**src/rtl/conv_layer_sequencer.sv**
```systemverilog
// ---------------------------------------------------------------------------
// conv_layer_sequencer
//
// Runs a list of convolution layers back to back on the conv core. A host
// loads per-layer descriptors into a small table. A one-cycle run then walks
// layers 0..num_layers-1. For each layer the sequencer loads the descriptor
// onto the core config outputs, validates it, and pulses core_start. It then
// waits for a rising edge on core_done, guarded by a watchdog.
//
// Ports
//   clk, resetn          clock, asynchronous active-low reset
//   cfg_we/addr/wdata    descriptor write port. Honoured only when the
//                        sequencer is not busy. Packed fields:
//                        [43:41]K [40:27]IC [26:21]IMG_H [20:15]IMG_W
//                        [14:7]OC [6:4]stride [3:0]shift_n
//   num_layers           layers to run, sampled when run is accepted
//   run / abort / err_clr  launch, abort and error-acknowledge controls
//   core_done            done from the core; only its rising edge is used
//   core_start           one-cycle start pulse to the core
//   core_*               descriptor fields driven to the core
//   busy                 high in LOAD, CHECK, START, WAIT and NEXT
//   cur_layer            index of the layer in progress
//   seq_done             one-cycle pulse when the whole list has finished
//   err, err_code        1 bad descriptor, 2 timeout, 3 abort
// ---------------------------------------------------------------------------
module conv_layer_sequencer #(
    parameter int MAX_LAYERS  = 16,
    parameter int LAYER_AW    = 4,
    parameter int TO_W        = 24,
    parameter int TIMEOUT_CYC = 3000000
) (
    input  logic                clk,
    input  logic                resetn,
    input  logic                cfg_we,
    input  logic [LAYER_AW-1:0] cfg_addr,
    input  logic [43:0]         cfg_wdata,
    input  logic [LAYER_AW:0]   num_layers,
    input  logic                run,
    input  logic                abort,
    input  logic                err_clr,
    input  logic                core_done,
    output logic                core_start,
    output logic [2:0]          core_K,
    output logic [13:0]         core_IC,
    output logic [5:0]          core_IMG_H,
    output logic [5:0]          core_IMG_W,
    output logic [7:0]          core_OC,
    output logic [2:0]          core_stride,
    output logic [3:0]          core_shift_n,
    output logic                busy,
    output logic [LAYER_AW-1:0] cur_layer,
    output logic                seq_done,
    output logic                err,
    output logic [1:0]          err_code
);

    typedef enum logic [2:0] {
        S_IDLE, S_LOAD, S_CHECK, S_START, S_WAIT, S_NEXT, S_DONE, S_ERR
    } state_t;

    state_t                state_reg, state_next;
    logic [43:0]           table_reg [MAX_LAYERS];
    logic [MAX_LAYERS-1:0] table_we;
    logic                  tbl_we;
    logic [LAYER_AW-1:0]   idx_reg, idx_next;
    logic [LAYER_AW:0]     num_reg, num_next;
    logic [TO_W-1:0]       wd_reg, wd_next;
    logic [1:0]            err_code_reg, err_code_next;
    logic                  done_d_reg;
    logic                  done_rise;
    logic                  core_start_reg;
    logic                  seq_done_reg;
    logic                  desc_valid;

    logic [2:0]            k_reg;
    logic [13:0]           ic_reg;
    logic [5:0]            h_reg;
    logic [5:0]            w_reg;
    logic [7:0]            oc_reg;
    logic [2:0]            stride_reg;
    logic [3:0]            shift_reg;

    assign busy = (state_reg == S_LOAD) || (state_reg == S_CHECK) ||
                  (state_reg == S_START) || (state_reg == S_WAIT) ||
                  (state_reg == S_NEXT);
    assign err  = (state_reg == S_ERR);

    // ------------------------------------------------------------------
    // Descriptor table. It is cleared by reset, so it is kept in flops
    // rather than RAM.
    // ------------------------------------------------------------------
    assign tbl_we = cfg_we && !busy && (int'(cfg_addr) < MAX_LAYERS);

    genvar gi;
    generate
        for (gi = 0; gi < MAX_LAYERS; gi++) begin : g_we
            assign table_we[gi] = tbl_we && (cfg_addr == LAYER_AW'(gi));
        end
    endgenerate

    always_ff @(posedge clk or negedge resetn) begin
        if (!resetn) begin
            for (int i = 0; i < MAX_LAYERS; i++) table_reg[i] <= '0;
        end else begin
            for (int i = 0; i < MAX_LAYERS; i++)
                if (table_we[i]) table_reg[i] <= cfg_wdata;
        end
    end

    // Validation runs on the registered core fields. This keeps the table
    // mux and the compare chain in separate cycles.
    assign desc_valid = k_reg[0] &&
                        (ic_reg != '0) && (oc_reg != '0) &&
                        (stride_reg >= 3'd1) && (stride_reg <= 3'd4) &&
                        (h_reg >= {3'b000, k_reg}) && (w_reg >= {3'b000, k_reg});

    // A done that is already high when WAIT is entered is not an edge.
    assign done_rise = core_done && !done_d_reg;

    // ------------------------------------------------------------------
    // Next-state logic
    // ------------------------------------------------------------------
    always_comb begin
        state_next    = state_reg;
        idx_next      = idx_reg;
        num_next      = num_reg;
        wd_next       = wd_reg;
        err_code_next = err_code_reg;
        case (state_reg)
            S_IDLE: begin
                if (run) begin
                    if (num_layers != '0) begin
                        // Clamp so that idx can never run past the table.
                        num_next   = (int'(num_layers) > MAX_LAYERS) ?
                                     (LAYER_AW+1)'(MAX_LAYERS) : num_layers;
                        idx_next   = '0;
                        state_next = S_LOAD;
                    end else begin
                        state_next = S_DONE;
                    end
                end
            end
            S_LOAD: begin
                if (abort) begin
                    state_next    = S_ERR;
                    err_code_next = 2'd3;
                end else begin
                    state_next = S_CHECK;
                end
            end
            S_CHECK: begin
                if (abort) begin
                    state_next    = S_ERR;
                    err_code_next = 2'd3;
                end else if (!desc_valid) begin
                    state_next    = S_ERR;
                    err_code_next = 2'd1;
                end else begin
                    state_next = S_START;
                end
            end
            S_START: begin
                wd_next = '0;
                if (abort) begin
                    state_next    = S_ERR;
                    err_code_next = 2'd3;
                end else begin
                    state_next = S_WAIT;
                end
            end
            S_WAIT: begin
                if (abort) begin
                    state_next    = S_ERR;
                    err_code_next = 2'd3;
                end else if (done_rise) begin
                    state_next = S_NEXT;
                end else if (wd_reg == TO_W'(TIMEOUT_CYC - 1)) begin
                    state_next    = S_ERR;
                    err_code_next = 2'd2;
                end else begin
                    wd_next = wd_reg + TO_W'(1);
                end
            end
            S_NEXT: begin
                if (abort) begin
                    state_next    = S_ERR;
                    err_code_next = 2'd3;
                end else if ({1'b0, idx_reg} == num_reg - (LAYER_AW+1)'(1)) begin
                    state_next = S_DONE;
                end else begin
                    idx_next   = idx_reg + LAYER_AW'(1);
                    state_next = S_LOAD;
                end
            end
            S_DONE: state_next = S_IDLE;
            S_ERR: begin
                if (err_clr) begin
                    state_next    = S_IDLE;
                    err_code_next = 2'd0;
                end
            end
            default: state_next = S_IDLE;
        endcase
    end

    // ------------------------------------------------------------------
    // State and datapath registers. core_start and seq_done come straight
    // from flops, so they cannot glitch.
    // ------------------------------------------------------------------
    always_ff @(posedge clk or negedge resetn) begin
        if (!resetn) begin
            state_reg      <= S_IDLE;
            idx_reg        <= '0;
            num_reg        <= '0;
            wd_reg         <= '0;
            err_code_reg   <= '0;
            done_d_reg     <= 1'b0;
            core_start_reg <= 1'b0;
            seq_done_reg   <= 1'b0;
            k_reg          <= '0;
            ic_reg         <= '0;
            h_reg          <= '0;
            w_reg          <= '0;
            oc_reg         <= '0;
            stride_reg     <= '0;
            shift_reg      <= '0;
        end else begin
            state_reg      <= state_next;
            idx_reg        <= idx_next;
            num_reg        <= num_next;
            wd_reg         <= wd_next;
            err_code_reg   <= err_code_next;
            done_d_reg     <= core_done;
            core_start_reg <= (state_next == S_START);
            seq_done_reg   <= (state_next == S_DONE);
            // The core config only changes when a layer is loaded. It
            // holds through WAIT and ERR.
            if (state_reg == S_LOAD && state_next == S_CHECK) begin
                {k_reg, ic_reg, h_reg, w_reg, oc_reg, stride_reg, shift_reg}
                    <= table_reg[idx_reg];
            end
        end
    end

    assign core_start   = core_start_reg;
    assign seq_done     = seq_done_reg;
    assign err_code     = err_code_reg;
    assign cur_layer    = idx_reg;
    assign core_K       = k_reg;
    assign core_IC      = ic_reg;
    assign core_IMG_H   = h_reg;
    assign core_IMG_W   = w_reg;
    assign core_OC      = oc_reg;
    assign core_stride  = stride_reg;
    assign core_shift_n = shift_reg;

endmodule
```
**config.mk**
```make
export PLATFORM = sky130hd
export DESIGN_NAME = conv_layer_sequencer
export DESIGN_NICKNAME = d
export VERILOG_FILES = /design/src/rtl/conv_layer_sequencer.sv
export SDC_FILE = /design/constraint.sdc
export NUM_CORES = 1
export LEC_CHECK = 0
export ABC_AREA = 1
export BUFFER_PORTS_ARGS = -buffer_cell sky130_fd_sc_hd__buf_2
export CAP_MARGIN = 25
export CORE_ASPECT_RATIO = 0.75
export CORE_MARGIN = 2
export CORE_UTILIZATION = 60
export DETAILED_ROUTE_END_ITERATION = 10
export PLACE_DENSITY = 0.81
export REMOVE_ABC_BUFFERS = 1
export SLEW_MARGIN = 5
export SYNTH_ARGS = -nofsm -noshare
export SYNTH_HDL_FRONTEND = slang
export SYNTH_SLANG_ARGS = --single-unit
export TNS_END_PERCENT = 5
```
**constraint.sdc**
```tcl
create_clock -name clk -period 5.6 [get_ports clk]
set_input_delay 0.56 -clock clk [delete_from_list [all_inputs] [get_ports clk]]
set_output_delay 0.56 -clock clk [all_outputs]
set_load 0.05 [all_outputs]
```
# Word level (Yosys, flattened, before mapping)
# Index checks and enable logic that the tools add are counted.
[classes] n_lt_le_gt_ge=6 n_mux=34 reduce_logical=44 n_bitwise=1 n_eq_ne=39 n_addsub=3
[ops] cell="binary-select mux 44 bit (select 4 bit)" count=1
[ops] cell="two-way mux 44 bit" count=2
[ops] cell="two-way mux 24 bit" count=3
[ops] cell="one-hot mux 24 bit (2 select lines)" count=1
[ops] cell="two-way mux 3 bit" count=11
[ops] cell="== test 4 bit, second input constant" count=8
[ops] cell="logical AND 1 bit" count=25
[ops] cell="adder 24 x 1 -> 24 bit, second input constant" count=1
[ops] cell="== test 24 x 22 -> 1 bit, second input constant" count=1
[ops] cell="one-hot mux 3 bit (8 select lines)" count=1
[ops] cell="== test 4 x 3 -> 1 bit, second input constant" count=4
[ops] cell="two-way mux 2 bit" count=8
[ops] cell="two-way mux 4 bit" count=4
[ops] cell="!= test 2 bit, second input constant" count=8
[ops] cell="== test 3 bit, second input constant" count=5
[ops] cell="nonzero test 14 bit" count=1
[ops] cell="== test 3 x 2 -> 1 bit, second input constant" count=4
[ops] cell=">= comparator 6 x 3 -> 1 bit" count=2
[ops] cell="== test 4 x 2 -> 1 bit, second input constant" count=2
[ops] cell="one-hot mux 2 bit (4 select lines)" count=1
[ops] cell="one-hot mux 4 bit (2 select lines)" count=1
[ops] cell="nonzero test 8 bit" count=1
[ops] cell="!= test 3 bit, second input constant" count=2
[ops] cell="AND reduction 6 bit" count=1
[ops] cell="24 further kinds" count=29
[totals] register_bits=789 wordCells=158

# Logic depth before layout (Yosys ltp)
# Gate-level depths: netlist of the first run.
[depth] ltp_word=12 ltp_mapped=16 depth_no_buf=15

# Least setup slack after synthesis of the first run
# Ideal clock, no wire load.
[synth_timing] kind="reg-to-reg" from="register h_reg[0], in the netlist core_IMG_H[0]" to="register k_reg[0], in the netlist core_K[0]" arrival_ps=1985 slack_ps=3496 period_less_slack_ps=2104 required_ps=5480 stages_incl_launch_ff=17 path_cell_list="dfrtp_1 inv_1 ha_1 inv_1 nand2_1 nand2_1 nand2_1 nand2_1 nand2_1 nand2_1 nor2_1 nor2_1 nor2_1 nand4_2 buf_2 nand2_1 nand2_1"
[synth_via] elab_chain_len=8
[synth_rtl] element="start: declaration" line="77" source="logic [5:0] h_reg;"
[synth_rtl] element="start signal: assignment" line="222" source="h_reg <= '0;"
[synth_rtl] element=">= comparator 6 x 3 -> 1 bit" line="115" source="(h_reg >= {3'b000, k_reg}) && (w_reg >= {3'b000, k_reg});"
[synth_rtl] element="logical AND 1 bit" line="114" source="(stride_reg >= 3'd1) && (stride_reg <= 3'd4) &&"
[synth_rtl] element="logical AND 1 bit" line="115"
[synth_rtl] element="two-way mux 3 bit" line="155" source="end else if (!desc_valid) begin"
[synth_rtl] element="two-way mux 3 bit" line="152" source="if (abort) begin"
[synth_rtl] element="one-hot mux 3 bit (8 select lines)" line="129" source="case (state_reg)"
[synth_rtl] element="== test 3 x 2 -> 1 bit" line="238" source="if (state_reg == S_LOAD && state_next == S_CHECK) begin"
[synth_rtl] element="logical AND 1 bit" line="238"
[synth_rtl] element="end signal: assignment" line="220" source="k_reg <= '0;"
[synth_rtl] element="end: declaration" line="75" source="logic [2:0] k_reg;"
# No other way between the ends.
# A chain may end at the register's enable or synchronous reset.

# Worst setup path after layout of the first run
[layout_timing] from="register idx_reg[0], in the netlist cur_layer[0]" to="output port cur_layer[0]"
[layout_rtl] element="start: declaration" line="65" source="logic [LAYER_AW-1:0] idx_reg, idx_next;"
[layout_rtl] element="start signal: assignment" line="229" source="idx_reg <= idx_next;"
[layout_rtl] element="end: declaration" line="51" source="output logic [LAYER_AW-1:0] cur_layer,"
# No word-level cell between the ends.

==> results.json, run 1 <==
{
  "status": "finished with violations",
  "failed_checks": "negative hold slack",
  "finalClockSkew_ns": 0.02237,
  "avgSynthCellArea_um2": 8.515,
  "synth_top_family_by_area": "compound AO/OA/AOI/OAI gates",
  "final_util_pct": 66.31,
  "initial_core_util_pct": 60.57,
  "synth_xor_area_share_pct": 0.3936,
  "via_count": 30810,
  "cp_slowest_cell": "dfrtp_4",
  "ctsHtreeMaxLevel": 3,
  "die_h_um": 214.9,
  "crit_type": "register to output port",
  "clock_latency_ns": 0.63,
  "drt_wl_total_um": 101300,
  "cts.reportedPaths.clkPinSlew_ns": 0.06,
  "first_global_vias": 29540,
  "num_io_pins": 114,
  "layout_common_cells": "nand2_1 (952), o21ai_0 (871), dfrtp_1 (786)",
  "cts_buffer_depth": 3,
  "vdd_drop_max_mv": 0.4051,
  "drc": 0,
  "cts.sink_count": 789,
  "yosysWarnings": 0,
  "crit_cells": 2,
  "cp_max_fo": 97,
  "cp.arrival_ns": 2.97,
  "power.density_mw_per_mm2": 560.4,
  "antenna_found_initial": 0,
  "synth_compound_area_share_pct": 21.23,
  "viasPerCell": 6.280,
  "critPathCaptureType": "output port",
  "syn_area_mm2": 0.03560,
  "path_cells": "buf_4 > buf_2",
  "tritoncts": "built",
  "synth_seq_cells": 789,
  "maxCapViolCount": 0,
  "synth-async-reset-ratio_pct": 100.0,
  "largest_register_ffs": 704,
  "synthSimpleGateAreaFrac_pct": 16.92,
  "hold_buffers": 0,
  "syn_inst": 4181,
  "grt_pass1_wl_um": 163200,
  "start_kind": "register",
  "fin_area_mm2": 0.03897,
  "ys_types": 38,
  "die_w_um": 285.3,
  "portBuffers": 113,
  "drt-wirelength-per-cell_um": 20.65,
  "post-cts-setup-buffer-count": 0,
  "whs_ns": -0.02287,
  "cp_num_buf_inv": 2,
  "drive_above_1_share_pct": 7.580,
  "row_count": 77,
  "leakagePower_nw": 18.55,
  "dpl-instance-area_mm2": 0.03620,
  "place_congestion": 0.9352,
  "finalCriticalPeriod_ns": 3.531,
  "setup_violations": 0,
  "antenna_cells": 0,
  "cts_resized": 0,
  "cts_buffers": 77,
  "drtIter0Drc": 4411,
  "synth_ff_type": "dfrtp_1",
  "worstHoldPathType": "input port to asynchronous set/reset pin",
  "crit_family": "buffers and inverters",
  "fp.dieArea_mm2": 0.06132,
  "slowest_delay_ns": 0.95,
  "post-dp-hpwl_um": 53320,
  "fmax_mhz": 283.2,
  "synthAdderAreaFrac_pct": 0.3163,
  "final_common_cell": "nand2_1",
  "grt_max_degree": 195,
  "required_ns": 5.04,
  "fin_total_pwr_mw": 21.84,
  "grt_overflow": 0,
  "dr.pass1.iters": 6,
  "num-nets-final": 4127,
  "post-route-period-util_pct": 63.06,
  "syn2layout_area_growth_pct": 9.476,
  "rsz0062_at_grt": "no",
  "antenna_left": 0,
  "finalHoldViolCount": 4,
  "ys_seq_area_share_pct": 55.46,
  "globalRouteTotalUtil_pct": 33.32,
  "rr_worst_depth": 8,
  "coreArea_mm2": 0.05877,
  "slew_headroom_pct": 33.49,
  "cts_root_buf": "clkbuf_16",
  "synth.area.mux_share_pct": 0,
  "tightestPinTransition_ns": 0.9953,
  "synth-edff-count": 0,
  "drv_slew": 0
}
[final cells by class]
cell class	instances	area [µm²]
clock buffers	108	2248
inverters	116	452.9
multi-input cells	2920	13900
clock inverters	29	425.4
well taps	790	988.4
repair buffers	154	1209
fillers	4692	19800
flip-flops and latches	789	19750
[worst register-to-register path: cells and delay by family (launching register included)]
family / cells / cell delay (ns)
simple gates: 3 / 0.31
compound gates: 3 / 0.71
buf+inv: 2 / 1.50
flops: 1 / 0.84
[Yosys cell counts (all sizes together), types with 7 or more instances]
| cell | n | area, µm² |
|---|---|---|
| nand2 | 970 | 3716 |
| ha | 9 | 112.6 |
| inv | 115 | 431.7 |
| nor2 | 430 | 1634 |
| nand4 | 24 | 156.4 |
| buf | 96 | 610.6 |
| clkbuf | 260 | 977.2 |
| dfrtp | 789 | 19740 |
| o211ai | 88 | 660.6 |
| o21ai | 1085 | 5430 |
| o31ai | 11 | 82.58 |
| a21oi | 7 | 38.79 |
| o221ai | 88 | 770.7 |
| nor3 | 16 | 80.08 |
| o22ai | 88 | 550.5 |
| nand3 | 79 | 395.4 |
| xor2 | 14 | 122.6 |
[through the flow]
step	setup WS, ns	TNS (ns)	cells	hold WS, ns
6_report	2.069	0	4906	-0.02287
5_1_grt	1.980	0	4906	0.02545
4_1_cts	2.122	0	4902	0.004170
3_5_place_dp	2.400	0	4765	0.4533
3_3_place_gp	2.453	0	4755	0.4522
2_1_floorplan	-9.089	-413.69	3825	0.2644
[path summary, 6_finish.rpt]
path,from,endpoint,slack [ns]
max in group asynchronous,resetn,cur_layer[0],4.26
max reg2reg,cur_layer[1],core_IMG_H[0],2.16
min in group clk,core_done,done_d_reg,0.05
min,resetn,table_reg[559],-0.02
min reg2reg,core_shift_n[1],core_shift_n[1],0.47
max,cur_layer[0],cur_layer[0],2.07
[power breakdown]
part	switching [mW]	total, mW	internal (mW)
clock	2.27	5.54	3.27
sequential	1.39	9.12	7.74
combinational	4.78	7.18	2.40
[logic make-up after synthesis]
family,Yosys count
AOI/OAI and AO/OA,1370
xor gates and xnor gates,16
adders and majority gates,9
buffers and inverters,472
DFF,789
and+or+nand+nor,1525
[layer usage]
layer	part of all wire [%]	wire [µm]	GRT usage [%]
met4	3.0	3034	11.55
met1	42	42150	47.81
met5	0	0	0
met2	44	45050	49.86
met3	11	11090	8.174
Power figures use the tool's default switching activity.
==> inputs of run 2 (changes only) <==
--- a/config.mk
+++ b/config.mk
@@ -10,9 +10,9 @@
 export CAP_MARGIN = 25
 export CORE_ASPECT_RATIO = 0.75
 export CORE_MARGIN = 2
-export CORE_UTILIZATION = 60
+export CORE_UTILIZATION = 56
 export DETAILED_ROUTE_END_ITERATION = 10
-export PLACE_DENSITY = 0.81
+export PLACE_DENSITY = 0.8
 export REMOVE_ABC_BUFFERS = 1
 export SLEW_MARGIN = 5
 export SYNTH_ARGS = -nofsm -noshare
==> constraint.sdc (replaced) <==
create_clock -name clk -period 3.2 [get_ports clk]
set_input_delay 0.32 -clock clk [delete_from_list [all_inputs] [get_ports clk]]
set_output_delay 0.32 -clock clk [all_outputs]
set_load 0.05 [all_outputs]
==> run 2 against run 1 <==
Effect of this change:
- clock power is 70% higher
- wire length is 0.19% lower
- cell count is 2.4% higher
- combinational power is 82% higher
- worst setup slack worse by 1.6 ns
- clock skew is 0.0050 ns higher
- global-route usage is 2.1 points lower
- the flow now finishes without violations
- critical path depth is 6 higher
==> results.json, run 2 (same netlist as run 1, synthesis figures left out) <==
{
  "post-dp-hpwl_um": 55850,
  "p_switching_mw": 14.87,
  "first_global_vias": 28990,
  "grt_pass1_wl_um": 162200,
  "clkPwrFrac_pct": 24.6,
  "initial_core_util_pct": 56.27,
  "worstHoldPathType": "input port to register",
  "cts_buffer_depth": 3,
  "cts.reportedPaths.clkPinSlew_ns": 0.07,
  "maxCapViolCount": 0,
  "fillCellCount": 5236,
  "finalClockSkew_ns": 0.02733,
  "setup_tns_ns": 0,
  "start_kind": "register",
  "antenna_cells": 0,
  "slew_headroom_pct": 28.16,
  "antenna_left": 0,
  "dp.cells": 4878,
  "ctsHtreeMaxLevel": 3,
  "drc": 0,
  "p_int_mw": 23.41,
  "drt-wirelength-per-cell_um": 20.13,
  "finalHoldViolCount": 0,
  "power.density_mw_per_mm2": 969.0,
  "whs_ns": 0.1079,
  "post-route-period-util_pct": 86.48,
  "via_count": 30840,
  "status": "finished clean",
  "leakagePower_nw": 18.77,
  "cts.sink_count": 789,
  "cts_root_buf": "clkbuf_16",
  "power_frac_comb_pct": 34.3,
  "globalRouteTotalUtil_pct": 31.17,
  "cp_max_fo": 88,
  "viasPerCell": 6.140,
  "drtIter0Drc": 3947,
  "antenna_found_initial": 0,
  "grt_overflow": 0,
  "row_count": 80,
  "dpl-instance-area_mm2": 0.03680,
  "fp.dieArea_mm2": 0.06562,
  "critPathCaptureType": "register",
  "drv_slew": 0,
  "place_congestion": 0.9008,
  "seqPwrFrac_pct": 41.1,
  "setup_violations": 0,
  "hold_buffers": 7,
  "layout_common_cells": "nand2_1 (952), o21ai_0 (871), dfrtp_1 (786)",
  "cts_resized": 0,
  "crit_type": "register to register",
  "dr.pass1.iters": 6,
  "coreArea_mm2": 0.06326,
  "required_ns": 3.64,
  "num_io_pins": 114,
  "vdd_drop_max_mv": 0.7622,
  "swShare_pct": 38.85,
  "portBuffers": 113,
  "drt_wl_total_um": 101100,
  "cts_buffers": 75,
  "die_h_um": 222.4,
  "fmax_mhz": 361.4,
  "rsz0062_at_grt": "no",
  "largest_register_ffs": 704,
  "grt_max_degree": 128,
  "finalCriticalPeriod_ns": 2.767,
  "fin_area_mm2": 0.03951,
  "post-cts-setup-buffer-count": 0,
  "fin_total_pwr_mw": 38.28,
  "num-nets-final": 4171,
  "drive_above_1_share_pct": 8.530,
  "tritoncts": "built",
  "instances_no_fill": 5023,
  "cp.arrival_ns": 3.21,
  "syn2layout_area_growth_pct": 10.98,
  "tightestPinTransition_ns": 1.078,
  "clock_latency_ns": 0.64,
  "final_common_cell": "nand2_1",
  "die_w_um": 295.1
}
[run 2: cell type report]
type	count	area, µm²	share of cell area [%]
well taps	861	1077	2.727
clock inverters	27	340.3	0.8614
clock buffers	110	2271	5.748
flip-flops and latches	789	19750	50.00
multi-input cells	2920	13900	35.17
inverters	116	452.9	1.146
repair buffers	200	1717	4.345
[run 2: final timing paths]
check                                    from        endpoint  slack, ns  cells after the start
worst max register to register   state_reg[0]  table_reg[145]       0.43                      8
worst min register to register  table_reg[64]   table_reg[64]       0.48                      2
max in group asynchronous              resetn    cur_layer[3]       1.92                      3
worst min-delay path                      run    state_reg[0]       0.11                      3
min in group asynchronous              resetn  table_reg[260]       0.37                      2
worst max-delay path             state_reg[0]  table_reg[145]       0.43                      8
[run 2: per-layer routing]
layer	global-route usage, %	part of all wire, %	vias to the layer above
met5	0	0	-
met4	8.597	2.3	0
met3	6.742	11	201
met2	46.06	44	1617
met1	46.68	43	15040
li1	-	-	13990
[run 2: power groups by stage]
stage	clock, mW	sequential, mW	combinational (mW)
after floorplan	0	16.5	7.25
after global placement	0	15.6	12.5
after detailed placement	0	15.7	12.9
after CTS	9.50	15.6	13.0
after global routing	9.91	16.1	14.7
final	9.43	15.7	13.1
[run 2: critical path, stage by stage (launching register included)]
cell	delay, ns
dfrtp_1	0.57
inv_2	0.10
nand2_1	0.13
inv_2	0.07
a21oi_2	0.26
nor2_4	0.24
nand2_4	0.11
buf_4	0.76
o21ai_0	0.22
[run 2: stage by stage]
| stage | setup slack [ns] | utilization (%) |
|---|---|---|
| after global routing | 0.3149 | 62.45 |
| after CTS | 0.5237 | 62.41 |
| after detailed placement | 0.5700 | 58.17 |
| after global placement | 0.6152 | 58.17 |
| final | 0.4328 | 62.45 |
| after floorplan | -11.49 | - |
